## config.mk

```make
export PLATFORM = sky130hd
export DESIGN_NAME = pipe_seg_adder_flat
export DESIGN_NICKNAME = d
export VERILOG_FILES = /design/src/rtl/pipe_seg_adder_pkg.sv /design/src/rtl/pipe_seg_adder_if.sv /design/src/rtl/pipe_seg_adder_stage.sv /design/src/rtl/pipe_seg_adder.sv /design/src/flat_wrapper.sv
export SDC_FILE = /design/constraint.sdc
export NUM_CORES = 1
export LEC_CHECK = 0
export ABC_CLOCK_PERIOD_IN_PS = 2350
export CORE_MARGIN = 5
export CORE_UTILIZATION = 50
export CTS_CLUSTER_DIAMETER = 100
export DETAILED_ROUTE_END_ITERATION = 6
export GPL_ROUTABILITY_DRIVEN = 0
export GPL_TIMING_DRIVEN = 0
export PLACE_DENSITY = 0.83
export SLEW_MARGIN = 20
export SYNTH_ARGS = -nofsm -noshare
export SYNTH_HDL_FRONTEND = slang
export SYNTH_HIERARCHICAL = 1
export SYNTH_SLANG_ARGS = --single-unit
```

## constraint.sdc

```tcl
create_clock -name clk -period 2.35 [get_ports clk]
set_input_delay 0.47 -clock clk [delete_from_list [all_inputs] [get_ports clk]]
set_output_delay 0.47 -clock clk [all_outputs]
set_load 0.02 [all_outputs]
```

## src/rtl/pipe_seg_adder_pkg.sv

```systemverilog
// Shared geometry for the segmented pipelined adder: defaults, stage count helper, geometry check.
// Latency: n/a (package only).
// Backpressure: n/a (package only).
package pipe_seg_adder_pkg;

    localparam int DEF_WIDTH = 32;
    localparam int DEF_SEG   = 8;

    // One pipeline stage per SEG-bit segment.
    function automatic int calc_stages(input int width, input int seg);
        return width / seg;
    endfunction

    // Legal geometry: at least one bit per stage, width an exact multiple of the segment.
    function automatic bit geometry_ok(input int width, input int seg);
        return (seg >= 1) && (width >= seg) && (width % seg == 0);
    endfunction

endpackage

```

## src/rtl/pipe_seg_adder_if.sv

```systemverilog
// Operand/result handshake bundle for pipe_seg_adder.
// Latency: n/a (wiring only).
// Backpressure: in_ready/out_ready carry valid-ready flow control in each direction.
//   slave  : the adder (takes operands, presents results)
//   master : the operand source / result sink
interface pipe_seg_adder_if
    import pipe_seg_adder_pkg::*;
#(
    parameter int WIDTH = DEF_WIDTH
) ();

    logic             in_valid;
    logic             in_ready;
    logic [WIDTH-1:0] a;
    logic [WIDTH-1:0] b;
    logic             cin;
    logic             out_valid;
    logic             out_ready;
    logic [WIDTH-1:0] sum;
    logic             cout;
    logic             ovf;

    modport slave (
        input  in_valid, a, b, cin, out_ready,
        output in_ready, out_valid, sum, cout, ovf
    );

    modport master (
        output in_valid, a, b, cin, out_ready,
        input  in_ready, out_valid, sum, cout, ovf
    );

endinterface

```

## src/rtl/pipe_seg_adder_stage.sv

```systemverilog
// One SEG-bit adder slice with its own valid register and skid-free stage handshake.
// Latency: 1 cycle (registered sum, carry out and carry into the segment MSB).
// Backpressure: in_ready = !out_valid || out_ready; holds its outputs while stalled.
//   in_valid/in_ready/a/b/ci : upstream beat;  out_valid/out_ready/s/co/cm : registered result
//   load : high on the edge that captures a new beat (used by the top for side registers)
module seg_add_stage #(
    parameter int SEG = 8
) (
    input  logic           clk,
    input  logic           resetn,
    input  logic           in_valid,
    output logic           in_ready,
    input  logic [SEG-1:0] a,
    input  logic [SEG-1:0] b,
    input  logic           ci,
    output logic           out_valid,
    input  logic           out_ready,
    output logic [SEG-1:0] s,
    output logic           co,
    output logic           cm,
    output logic           load
);

    logic [SEG:0] full;
    logic         carry_msb;

    assign in_ready = !out_valid || out_ready;
    assign load     = in_valid && in_ready;

    assign full      = {1'b0, a} + {1'b0, b} + {{SEG{1'b0}}, ci};
    // Carry into the slice MSB, recovered from the MSB sum bit.
    assign carry_msb = a[SEG-1] ^ b[SEG-1] ^ full[SEG-1];

    always_ff @(posedge clk or negedge resetn) begin
        if (!resetn) begin
            out_valid <= 1'b0;
            s         <= '0;
            co        <= 1'b0;
            cm        <= 1'b0;
        end else begin
            // An empty or draining stage takes whatever is offered (bubbles collapse).
            if (in_ready) begin
                out_valid <= in_valid;
            end
            if (load) begin
                {co, s} <= full;
                cm      <= carry_msb;
            end
        end
    end

endmodule

```

## src/rtl/pipe_seg_adder.sv

```systemverilog
// Pipelined WIDTH-bit adder with carry-in, one SEG-bit segment per stage, carry rippling through registers.
// Latency: STAGES cycles; one beat per cycle sustained.
// Backpressure: per-stage ready chain; in_ready is combinational from out_ready through the chain.
//   clk, resetn : clock and asynchronous active-low reset
//   bus         : operand in (in_valid/in_ready, a, b, cin), result out (out_valid/out_ready, sum, cout, ovf)
module pipe_seg_adder
    import pipe_seg_adder_pkg::*;
#(
    parameter int WIDTH = DEF_WIDTH,
    parameter int SEG   = DEF_SEG
) (
    input  logic            clk,
    input  logic            resetn,
    pipe_seg_adder_if.slave bus
);

    localparam int STAGES = calc_stages(WIDTH, SEG);

    if (!geometry_ok(WIDTH, SEG)) begin : g_bad_geometry
        $error("pipe_seg_adder: WIDTH must be a non-zero multiple of SEG, and SEG >= 1");
    end

    // vld[k]/rdy[k] is the handshake into stage k; index STAGES is the output port.
    logic [STAGES:0]   vld;
    logic [STAGES:0]   rdy;
    logic [STAGES-1:0] load;
    logic [STAGES-1:0] ci;
    logic [STAGES-1:0] co;
    logic [STAGES-1:0] cm;
    logic [SEG-1:0]    seg_a [STAGES];
    logic [SEG-1:0]    seg_b [STAGES];
    logic [SEG-1:0]    seg_s [STAGES];
    // Operands as seen by stage k, shifted so segment k sits at the LSBs.
    logic [WIDTH-1:0]  opa [STAGES];
    logic [WIDTH-1:0]  opb [STAGES];
    // Sum bits finished at the output of stage k, already in final bit positions.
    logic [WIDTH-1:0]  acc [STAGES];

    assign vld[0]         = bus.in_valid;
    assign bus.in_ready   = rdy[0];
    assign rdy[STAGES]    = bus.out_ready;
    assign bus.out_valid  = vld[STAGES];
    assign bus.sum        = acc[STAGES-1];
    assign bus.cout       = co[STAGES-1];
    // Signed overflow: carry into the MSB disagrees with carry out of it.
    assign bus.ovf        = co[STAGES-1] ^ cm[STAGES-1];

    for (genvar k = 0; k < STAGES; k++) begin : g_stage
        if (k == 0) begin : g_head
            assign opa[0] = bus.a;
            assign opb[0] = bus.b;
            assign ci[0]  = bus.cin;
            assign acc[0] = WIDTH'(seg_s[0]);
        end else begin : g_body
            // opa_q/opb_q load alongside stage k-1 (the untouched upper operand bits);
            // lo_q loads alongside stage k (the lower sum bits already finished upstream).
            logic [WIDTH-1:0] opa_q;
            logic [WIDTH-1:0] opb_q;
            logic [WIDTH-1:0] lo_q;

            always_ff @(posedge clk or negedge resetn) begin
                if (!resetn) begin
                    opa_q <= '0;
                    opb_q <= '0;
                    lo_q  <= '0;
                end else begin
                    if (load[k-1]) begin
                        opa_q <= opa[k-1] >> SEG;
                        opb_q <= opb[k-1] >> SEG;
                    end
                    if (load[k]) begin
                        lo_q <= acc[k-1];
                    end
                end
            end

            assign opa[k] = opa_q;
            assign opb[k] = opb_q;
            assign ci[k]  = co[k-1];
            assign acc[k] = lo_q | (WIDTH'(seg_s[k]) << (k * SEG));
        end

        assign seg_a[k] = opa[k][SEG-1:0];
        assign seg_b[k] = opb[k][SEG-1:0];

        seg_add_stage #(
            .SEG (SEG)
        ) u_stage (
            .clk       (clk),
            .resetn    (resetn),
            .in_valid  (vld[k]),
            .in_ready  (rdy[k]),
            .a         (seg_a[k]),
            .b         (seg_b[k]),
            .ci        (ci[k]),
            .out_valid (vld[k+1]),
            .out_ready (rdy[k+1]),
            .s         (seg_s[k]),
            .co        (co[k]),
            .cm        (cm[k]),
            .load      (load[k])
        );
    end

endmodule
```

## src/flat_wrapper.sv

```systemverilog
// flat-port wrapper written by rule: the top's interface ports become plain ports
module pipe_seg_adder_flat import pipe_seg_adder_pkg::*;
#(
    parameter int WIDTH = DEF_WIDTH,
    parameter int SEG   = DEF_SEG
)
  (clk, resetn, bus_in_valid, bus_a, bus_b, bus_cin, bus_out_ready, bus_in_ready, bus_out_valid, bus_sum, bus_cout, bus_ovf);
  pipe_seg_adder_if #(.WIDTH(WIDTH)) bus_i ();
  input  logic clk;
  input  logic resetn;
  input wire logic [$bits(bus_i.in_valid)-1:0] bus_in_valid;
  input wire logic [$bits(bus_i.a)-1:0] bus_a;
  input wire logic [$bits(bus_i.b)-1:0] bus_b;
  input wire logic [$bits(bus_i.cin)-1:0] bus_cin;
  input wire logic [$bits(bus_i.out_ready)-1:0] bus_out_ready;
  output wire logic [$bits(bus_i.in_ready)-1:0] bus_in_ready;
  output wire logic [$bits(bus_i.out_valid)-1:0] bus_out_valid;
  output wire logic [$bits(bus_i.sum)-1:0] bus_sum;
  output wire logic [$bits(bus_i.cout)-1:0] bus_cout;
  output wire logic [$bits(bus_i.ovf)-1:0] bus_ovf;
  assign bus_i.in_valid = bus_in_valid;
  assign bus_i.a = bus_a;
  assign bus_i.b = bus_b;
  assign bus_i.cin = bus_cin;
  assign bus_i.out_ready = bus_out_ready;
  assign bus_in_ready = bus_i.in_ready;
  assign bus_out_valid = bus_i.out_valid;
  assign bus_sum = bus_i.sum;
  assign bus_cout = bus_i.cout;
  assign bus_ovf = bus_i.ovf;
  pipe_seg_adder #(.WIDTH(WIDTH), .SEG(SEG)) u_core (.clk(clk), .resetn(resetn), .bus(bus_i));
endmodule
```

### Word-level counts from Yosys, hierarchy flattened

Cells that the tools add are included.

* register bits: 209
* input port bits: 69
* output and inout port bits: 36
* word-level logic and storage cells: 48

* reductions and logical operators: 12
* add/subtract/negate cells: 8
* bitwise logic cells: 6

Operators with widths (number)
* adder 8 x 8 -> 9 bit: 4
* adder 9 x 1 -> 9 bit: 4
* OR 32 x 24 -> 32 bit: 1
* OR 32 bit: 1
* OR 8 x 16 -> 16 bit: 1
* logical AND 1 bit: 4
* logical NOT 1 bit: 4
* logical OR 1 bit: 4
* XOR 1 bit: 3

### Longest topological paths before layout

* depth after elaboration: 6
* depth in mapped cells: 10
* mapped depth without buffers: 8

### By module

Netlist, hierarchy kept.

By module, submodules not included
* pipe_seg_adder: instances 1, area an instance 5619.1 sq um, cells each 329
* seg_add_stage (u_core.g_stage[2].u_stage ...): instances 2, area an instance 807.0 sq um, cells each 84
* seg_add_stage (u_core.g_stage[1].u_stage): instances 1, area an instance 810.8 sq um, cells each 84
* seg_add_stage (u_core.g_stage[0].u_stage): instances 1, area an instance 803.3 sq um, cells each 84

### Worst setup path after synthesis

OpenSTA, ideal clock, no wires.

* path type: in2reg
* start point: in bus_a[0]
* end point: reg u_core.g_stage[0].u_stage.s[6]
* slack: 0.182 ns
* data required time: 2.281 ns
* stages on the path: 6
* library setup time: 0.069 ns
* path buffers: 0
* arrival time: 2.099 ns
* path through: fa_1 > fa_1 > a21oi_2 > o21ai_1 > or4_1 > nand3_1

* cells in the longest elaborated chain, start to end: 2

RTL lines
* start, declared: RTL line flat_wrapper.sv:12 `input wire logic [$bits(bus_i.a)-1:0] bus_a;`
* adder 8 x 8 -> 9 bit: RTL line pipe_seg_adder_stage.sv:30 `assign full = {1'b0, a} + {1'b0, b} + {{SEG{1'b0}}, ci};`
* adder 9 x 1 -> 9 bit: RTL line pipe_seg_adder_stage.sv:30
* end signal, assigned: RTL line pipe_seg_adder_stage.sv:46 `{co, s} <= full;`
* end, declared: RTL line pipe_seg_adder_stage.sv:18 `output logic [SEG-1:0] s,`

Every way passes these cells.
A chain may end at the register's enable or synchronous reset.

### Final worst setup path

* start point: in bus_out_ready
* end point: out bus_in_ready

* cells in the longest elaborated chain, start to end: 4

RTL lines
* start, declared: RTL line flat_wrapper.sv:15 `input wire logic [$bits(bus_i.out_ready)-1:0] bus_out_ready;`
* logical OR 1 bit: RTL line pipe_seg_adder_stage.sv:27 `assign in_ready = !out_valid || out_ready;`
* via u_core.rdy[3]: RTL line pipe_seg_adder.sv:25 `logic [STAGES:0] rdy;`
* logical OR 1 bit: RTL line pipe_seg_adder_stage.sv:27
* via u_core.rdy[2]: RTL line pipe_seg_adder.sv:25
* logical OR 1 bit: RTL line pipe_seg_adder_stage.sv:27
* via u_core.rdy[1]: RTL line pipe_seg_adder.sv:25
* logical OR 1 bit: RTL line pipe_seg_adder_stage.sv:27
* end, declared: RTL line flat_wrapper.sv:16 `output wire logic [$bits(bus_i.in_ready)-1:0] bus_in_ready;`

The timed path passes the listed nets, and every way through them passes these cells.

==> results.cfg <==
[sta]
fin_crit_ns = 2.270
fin_crit_sh_pct = 96.61
clock_skew_ns = 0.01162
rsz0062_at_grt = false
finalSetupViolCount = 0
tightest_slew_ns = 0.4173
hold_viol_final = 0
clock.fmax_mhz = 440.5
slew_violations = 0
max_slew_margin_pct = 72.18
worst_slack_ns = 0.07960

[setup_path]
crit_top_cell = nand2b_4
rrSetupSlack_ns = 0.08
crit_required_ns = 1.88
crit_path_end_kind = output pin
rr_startpoint = u_core/g_stage[3].g_body.opa_q[0]
crit_path_max_incr_delay_ns = 0.46
critPathArrivalTime_ns = 1.80
path_class = in2out
r2r-end = u_core/g_stage[3].u_stage/s[6]
crit_slowest_cell = clkdlybuf4s50_1
ff2ff_path_depth = 6
start_kind = input port
path_max_fanout = 5
worstPathCellList = clkdlybuf4s50_1 -> nand2b_4 -> nand2b_4 -> nand2b_4 -> nand2b_4 -> buf_2

[power]
p_per_area_nw_per_um2 = 1137
p_clk_share_pct = 21.6
switching_share_pct = 32.56
p_leak_nw = 4.727
power.total_mw = 12.19
power_frac_comb_pct = 38.2
ir_drop_mv = 0.6308
pwr-share-seq_pct = 40.2
p_int_mw = 8.222
switchingPower_mw = 3.969

[die]
die_x_um = 142.2
io_pins = 105
core_area_um2 = 17240
fp.dieH_um = 142.2
rows = 48
initial_core_util_pct = 50.68
die_area_um2 = 20210

[global_routing]
grt_use_total_pct = 18.05
antenna_found_initial = 0
grt_max_degree = 76
grt_pass1_vias = 5674
gr-total-overflow = 0
grt_pass1_wl_um = 28640

[clock_network]
clock_latency_ns = 0.43
htreeDepth = 4
clock_sinks = 185
numCtsBuffers = 17
cts_tree = yes
cts_root_buffer = clkbuf_16
clk_pin_slew_ns = 0.06
cts_buffer_depth = 2

[worst_hold_path]
whs_path_depth = 2
worst_hold_path_type = reg2reg
min_to = u_core/g_stage[2].u_stage/s[1]
min_from = u_core/g_stage[2].u_stage/s[1]

[finish]
syn2layout_area_growth_pct = 22.80
utilization_pct = 62.23
diodes = 0
nets = 886
fin_area_um2 = 10730
drive_above_1_share_pct = 31.99
final_cells = 1019

[synth]
synth.avg_cell_area_um2 = 13.38
synth_area_um2 = 8735
synth_nets = 758
netlist_instances = 653
ys_warn_count = 6

[drt]
wl_per_cell_um = 16.80
ant_nets = 0
drt_first_pass_iters = 5
routed-wl-met3_um = 702
wl_met2_um = 8605
wirelength_um = 17120
wl_met1_um = 7520
detailroute.via_count = 5421
vias_per_cell = 5.320
drc = 0
drt_iter0_markers = 388
dr.max_layer_used = met4

[placement]
dp.cells = 984
dpl_cell_area_um2 = 10120
hpwlAfterDp_um = 12840
dp_slack_ns = -0.4406
port_buffers = 104

[job]
cap_violations = 0

[outcome]
outcome = complete, no violations
## worst max path at each step
stage	slack, ns	start	depth (start not counted)	endpoint
floorplan	0.18	bus_a[0]	6	u_core/g_stage[0].u_stage/s[6]
global placement	-6.64	resetn	1	u_core/g_stage[3].g_body.lo_q[17]
detailed placement	-0.44	bus_out_ready	11	u_core/g_stage[1].g_body.opb_q[12]
CTS	0.003	bus_out_ready	11	u_core/g_stage[1].g_body.opb_q[12]
global route	0.009	u_core/g_stage[3].g_body.opa_q[0]	6	u_core/g_stage[3].u_stage/s[6]
finish	0.08	bus_out_ready	6	bus_in_ready
## routing by layer
layer | global-route usage (%) | vias up
met1 | 23.54 | 2671
met2 | 30.43 | 143
met4 | 6.515 | 0
li1 | - | 2587
met5 | 0 | -
met3 | 3.159 | 20
## power groups by stage
stage | sequential (mW) | clock, mW | combinational [mW]
after global routing | 5.04 | 2.84 | 5.11
after CTS | 4.92 | 2.70 | 4.66
after global placement | 4.92 | 0 | 4.48
final | 4.90 | 2.64 | 4.66
after floorplan | 4.82 | 0 | 3.23
after detailed placement | 4.97 | 0 | 4.63
## area by class of cell
class | instances | area, um^2
fill | 1313 | 6510
sequential | 185 | 4629
multi-input combinational | 408 | 3702
timing repair buffer | 109 | 1121
clock buffer | 22 | 484.2
buffer | 48 | 395.4
tap | 225 | 281.5
clock inverter | 10 | 67.56
inverter | 12 | 45.04
## state kept, by name (all words and copies together), names as in the netlist
| signal | cells |
|---|---|
| u_core/g_stage.u_stage/out_valid | 4 |
| u_core/g_stage.g_body.opb_q | 48 |
| u_core/g_stage.g_body.opa_q | 48 |
| u_core/g_stage.u_stage/co | 4 |
| u_core/g_stage.u_stage/cm | 1 |
| u_core/g_stage.g_body.lo_q | 48 |
| u_core/g_stage.u_stage/s | 32 |
## critical path, delay by kind of cell
family,cells,cell delay [ns]
buffers and inverters,2,0.64
and+or+nand+nor,4,0.69
## placed cells by master, fill, tap and decap left out, types with 5 or more instances in the layout
| cell | count |
|---|---|
| dfrtp_1 | 185 |
| mux2_2 | 122 |
| clkdlybuf4s50_1 | 102 |
| nand2_1 | 52 |
| buf_4 | 29 |
| ha_1 | 28 |
| mux2_4 | 20 |
| clkbuf_16 | 17 |
| nor2_1 | 14 |
| nor3_1 | 12 |
| o31ai_1 | 12 |
| buf_2 | 11 |
| inv_1 | 11 |
| a211oi_1 | 9 |
| a21oi_1 | 9 |
| mux2i_1 | 8 |
| o2111ai_1 | 8 |
| nand2b_1 | 8 |
| o311ai_1 | 8 |
| nor2b_1 | 8 |
| o21ai_0 | 7 |
| fa_1 | 7 |
| buf_6 | 6 |
| mux2_1 | 6 |
| clkinv_2 | 5 |
## timing repair
action	CTS	global route
resized for setup	6	8
endpoints found under the hold margin	54	0
setup endpoints to repair	16	41
setup buffers	0	2
hold buffers	1	0
## through the flow
| stage | hold WS [ns] | TNS [ns] |
|---|---|---|
| 2_1_floorplan | 0.1744 | 0 |
| 3_3_place_gp | 0.4542 | -1261.34 |
| 3_5_place_dp | 0.4115 | -33.72 |
| 4_1_cts | 0.4810 | 0 |
| 5_1_grt | 0.5046 | 0 |
| 6_report | 0.4704 | 0 |
Power figures use the tool's default switching activity.
==> RTL change 1, RTL diff (same settings) <==
The package constant `DEF_SEG` goes from 8 to 4.
--- a/src/rtl/pipe_seg_adder_pkg.sv
+++ b/src/rtl/pipe_seg_adder_pkg.sv
@@ -4,7 +4,7 @@
 package pipe_seg_adder_pkg;
 
     localparam int DEF_WIDTH = 32;
-    localparam int DEF_SEG   = 8;
+    localparam int DEF_SEG   = 4;
 
     // One pipeline stage per SEG-bit segment.
     function automatic int calc_stages(input int width, input int seg);
Behaviour: not the same (Yosys sat finds a counterexample within 10 cycles, from zero or initial values and one cycle with resetn low).
==> RTL change 1 against the original RTL <==
The flow now finishes with violations (setup timing); sequential cell count up 200; cell area is 90% higher; utilization up 1.8 points; combinational power up 97%; hold slack worse by 0.030 ns; highest routed layer unchanged; global-route usage up 0.46 points; synthesized area is 85% higher; setup slack lost 0.82 ns; wire length rose by 100%; power increased by 110%.
==> RTL change 1: results (changes against the original RTL) <==
clock skew 0.0175 ns (was 0.0116 ns); number of detailed-route iterations in the first pass 4 (was 5); number of global-route vias before repair 9718 (was 5674); WS Path Type flip-flop to primary output (was input pin to primary output); Psw 0.00792 W (was 0.00397 W); HPWL after DPL 20300 um (was 12800 um); Final Non-Filler Cells 1705 (was 1019); CP max FO 2 (was 5); Critical-path top delay cell dfrtp_2 (was clkdlybuf4s50_1); final WL 34200 um (was 17100 um); post-layout net count 1352 (was 886); Hold Path Class input pin to asynchronous set/reset pin (was flip-flop to flip-flop); peak supply drop 610 uV (was 631 uV); worst r2r path cells 23 (was 6); Final WS setup -0.740 ns (was 0.0796 ns); dpl cell area 0.0179 mm^2 (was 0.0101 mm^2); initial drt markers 412 (was 388); worst r2r src u_core/g_stage[7].u_stage/out_valid (was u_core/g_stage[3].g_body.opa_q[0]); share of layout cells above drive strength 1 44.7% (was 32.0%); largest registers u_core/g_stage.g_body.lo_q (112), u_core/g_stage.g_body.opa_q (112), u_core/g_stage.g_body.opb_q (112) (was u_core/g_stage.g_body.lo_q (48), u_core/g_stage.g_body.opa_q (48), u_core/g_stage.g_body.opb_q (48)); Final setup viols 206 (was 0); fillers 2091 (was 1313); TritonCTS Buffers 36 (was 17); Place WS -1.61 ns (was -0.441 ns); clock buffer depth 3 (was 2); violated checks setup timing; r2r endpoint u_core/g_stage[1].g_body.opa_q[13] (was u_core/g_stage[3].u_stage/s[6]); gr usage total 18.5% (was 18.0%); setup TNS -71.34 ns (was 0 ns); flop-to-flop setup slack -0.71 ns (was 0.08 ns); CP arrival 2.62 ns (was 1.80 ns); outcome finished, violations left (was finished clean); vias per cell 5.21 (was 5.32); Lkg Pwr 9.23 nW (was 4.73 nW); Synthesized Nets 1138 (was 758)
==> RTL change 1: how the worst min path moves through the flow <==
stage	to	slack, ns	depth (start not counted)
detailed placement	u_core/g_stage[1].g_body.opa_q[1]	0.38	1
global placement	u_core/g_stage[6].g_body.lo_q[3]	0.47	1
global route	u_core/g_stage[1].u_stage/s[0]	0.48	2
floorplan	u_core/g_stage[0].u_stage/co	0.17	0
finish	u_core/g_stage[0].u_stage/co	0.44	2
CTS	u_core/g_stage[5].g_body.lo_q[4]	0.44	2
==> RTL change 1: layer usage <==
metal / vias to the layer above / track usage, % / share of wire, %
li1: 4030 / - / -
met1: 4542 / 24.4 / 42
met2: 224 / 31.5 / 50
met3: 81 / 2.66 / 3.7
met4: 0 / 6.76 / 3.7
met5: - / 0 / 0
==> RTL change 1: timing repair <==
action	in CTS	in global routing
hold buffers	1	0
cloned	16	4
pin swaps	1	1
endpoints found under the setup margin	213	210
endpoints found under the hold margin	38	0
gates resized for setup	71	32
buffers inserted	33	23
==> RTL change 1: cell type report <==
cell class	count	area share (%)
Buffer	63	3.55
Clock buffer	57	5.37
Clock inverter	8	0.277
Inverter	48	1.18
Multi-Input combinational cell	531	28.7
Sequential cell	385	47.3
Tap cell	435	2.67
Timing Repair Buffer	178	10.9
==> RTL change 1: power by group through the flow <==
| stage | logic (W) | clock network (W) | registers (W) |
|---|---|---|---|
| floorplan | 0.00608 | 0 | 0.0106 |
| global placement | 0.00754 | 0 | 0.0111 |
| detailed placement | 0.00794 | 0 | 0.0113 |
| CTS | 0.00868 | 0.00569 | 0.0112 |
| global route | 0.00994 | 0.00603 | 0.0116 |
| finish | 0.00917 | 0.00562 | 0.0113 |
==> RTL change 2, RTL diff (same settings) <==
Made on the original files. Make the reset (`resetn`) synchronous in 2 clocked blocks. Comments in the files are not updated.
--- a/src/rtl/pipe_seg_adder_stage.sv
+++ b/src/rtl/pipe_seg_adder_stage.sv
@@ -31,7 +31,7 @@
     // Carry into the slice MSB, recovered from the MSB sum bit.
     assign carry_msb = a[SEG-1] ^ b[SEG-1] ^ full[SEG-1];
 
-    always_ff @(posedge clk or negedge resetn) begin
+    always_ff @(posedge clk) begin
         if (!resetn) begin
             out_valid <= 1'b0;
             s         <= '0;
--- a/src/rtl/pipe_seg_adder.sv
+++ b/src/rtl/pipe_seg_adder.sv
@@ -58,7 +58,7 @@
             logic [WIDTH-1:0] opb_q;
             logic [WIDTH-1:0] lo_q;
 
-            always_ff @(posedge clk or negedge resetn) begin
+            always_ff @(posedge clk) begin
                 if (!resetn) begin
                     opa_q <= '0;
                     opb_q <= '0;
Formal check against the unedited RTL: differs if resetn is asserted again (counterexample within 10 cycles, from zero or initial values and one cycle with resetn low); with resetn held inactive, the same outputs for 10 cycles.
==> RTL change 2 against the original RTL <==
Sequential cell count unchanged; cell area decreased by 0.19%; non-clock buffer count increased by 33; setup slack got worse by 0.023 ns; wire length increased by 10%; synthesized area decreased by 1.6%.
Power is not compared: it rests on default switching activity, and its combinational part moved more than twofold at a synthesized area within 25%.
==> RTL change 2: results (changes against the original RTL) <==
outcome finished clean (unchanged); Final Hold Viols 0 (unchanged); initial drt markers 395 (was 388); Lkg Pwr 4.24 nW; fillers 1355 (was 1313); number of global-route vias before repair 5822 (was 5674); number of detailed-route iterations in the first pass 5 (unchanged); initial antenna violation count 0 (unchanged); HPWL after DPL 14000 um (was 12800 um); root buffer cell clkbuf_16 (unchanged); vias per cell 5.17 (was 5.32); Critical-path top delay cell clkdlybuf4s50_1 (unchanged); GR Util met1 26.1% (was 23.5%); yosys warns 6 (unchanged); Post-Syn Area per Cell 10.4 um^2 (was 13.4 um^2); Worst-Skew Late Latency 0.43 ns (about the same); IO buf count 104 (unchanged); post-layout net count 1069 (was 886); actual slew at the worst max-slew pin 0.510 ns (was 0.417 ns); clock skew 0.00843 ns (was 0.0116 ns); TritonCTS Buffers 17 (unchanged); largest registers u_core/g_stage.g_body.lo_q (48), u_core/g_stage.g_body.opa_q (48), u_core/g_stage.g_body.opb_q (48) (unchanged); global-route wire length before repair 30100 um (was 28600 um); Synthesized Nets 930 (was 758); synthesized cell area 0.00859 mm^2 (was 0.00873 mm^2); routing usage on met3 4.34% (was 3.16%); gr usage total 18.6% (was 18.0%); htree depth 4 (unchanged); peak supply drop 472 uV; clock buffer depth 2 (unchanged); largest net degree at the start of global routing 17 (was 76); ant diodes 0 (unchanged); CP max FO 4 (was 5); Hold Path Class flip-flop to flip-flop (unchanged); max-slew violation count 0 (unchanged); met2 GRT Util 29.2% (was 30.4%); Top delay family on crit path simple AND/OR/NAND/NOR gates (unchanged); wire per inst 15.7 um (was 16.8 um); share of layout cells above drive strength 1 14.3% (was 32.0%); Clock transition at path regs 0.06 ns (about the same); crit-path max cell delay 0.40 ns (was 0.46 ns); Final Non-Filler Cells 1202 (was 1019)
==> RTL change 2: layout make-up <==
type	instances	area [um^2]	share of cell area, %
Multi-Input combinational cell	552	4350	40.6
Sequential cell	185	3700	34.6
Timing Repair Buffer	120	1200	11.2
Buffer	70	520	4.86
Clock buffer	23	468	4.37
Tap cell	225	282	2.63
Clock inverter	9	115	1.08
Inverter	18	70.1	0.654
==> RTL change 2: stage by stage <==
step | worst slack (ns) | cell area (um^2)
final | 0.0563 | 10700
after global routing | -0.0242 | 10700
after CTS | 0.00841 | 10500
after detailed placement | -0.663 | 9920
after global placement | -0.636 | 9920
after floorplan | 0.0105 | 8600
==> RTL change 2: path summary, 6_finish.rpt <==
check,startpoint,to,slack [ns],depth (start not counted)
worst min-delay path,u_core/g_stage[3].u_stage/s[1],u_core/g_stage[3].u_stage/s[1],0.46,2
worst max-delay path,bus_out_ready,bus_in_ready,0.06,6
worst min register to register,u_core/g_stage[3].u_stage/s[1],u_core/g_stage[3].u_stage/s[1],0.46,2
worst max register to register,u_core/g_stage[1].g_body.opa_q[0],u_core/g_stage[1].u_stage/s[6],0.08,6
==> RTL change 2: layer usage <==
layer	vias to the layer above	part of all wire, %
met5	-	0
met4	0	1.2
met3	21	5.4
met2	192	46
met1	2869	47
li1	3130	-
==> RTL change 2: report_power, final <==
part / internal (W) / total, W / leakage [nW] / switching [W]
logic: 0.000401 / 0.000734 / 2.46 / 0.000333
clock network: 0.00163 / 0.00282 / 0.278 / 0.00119
registers: 0.00324 / 0.00332 / 1.51 / 0.0000772
total: 0.00528 / 0.00687 / 4.24 / 0.00160
==> RTL change 2: worst min-delay path, stage by stage (launching register included) <==
cell and delay (ns):
dfxtp_1 0.31, nand2_1 0.05, a21oi_1 0.05
==> RTL change 2: repair_timing <==
action / CTS / global route
pin swaps: 3 / 4
gates resized for setup: 11 / 8
setup endpoints to repair: 61 / 44
gates cloned: 0 / 2
buffers inserted: 3 / 11
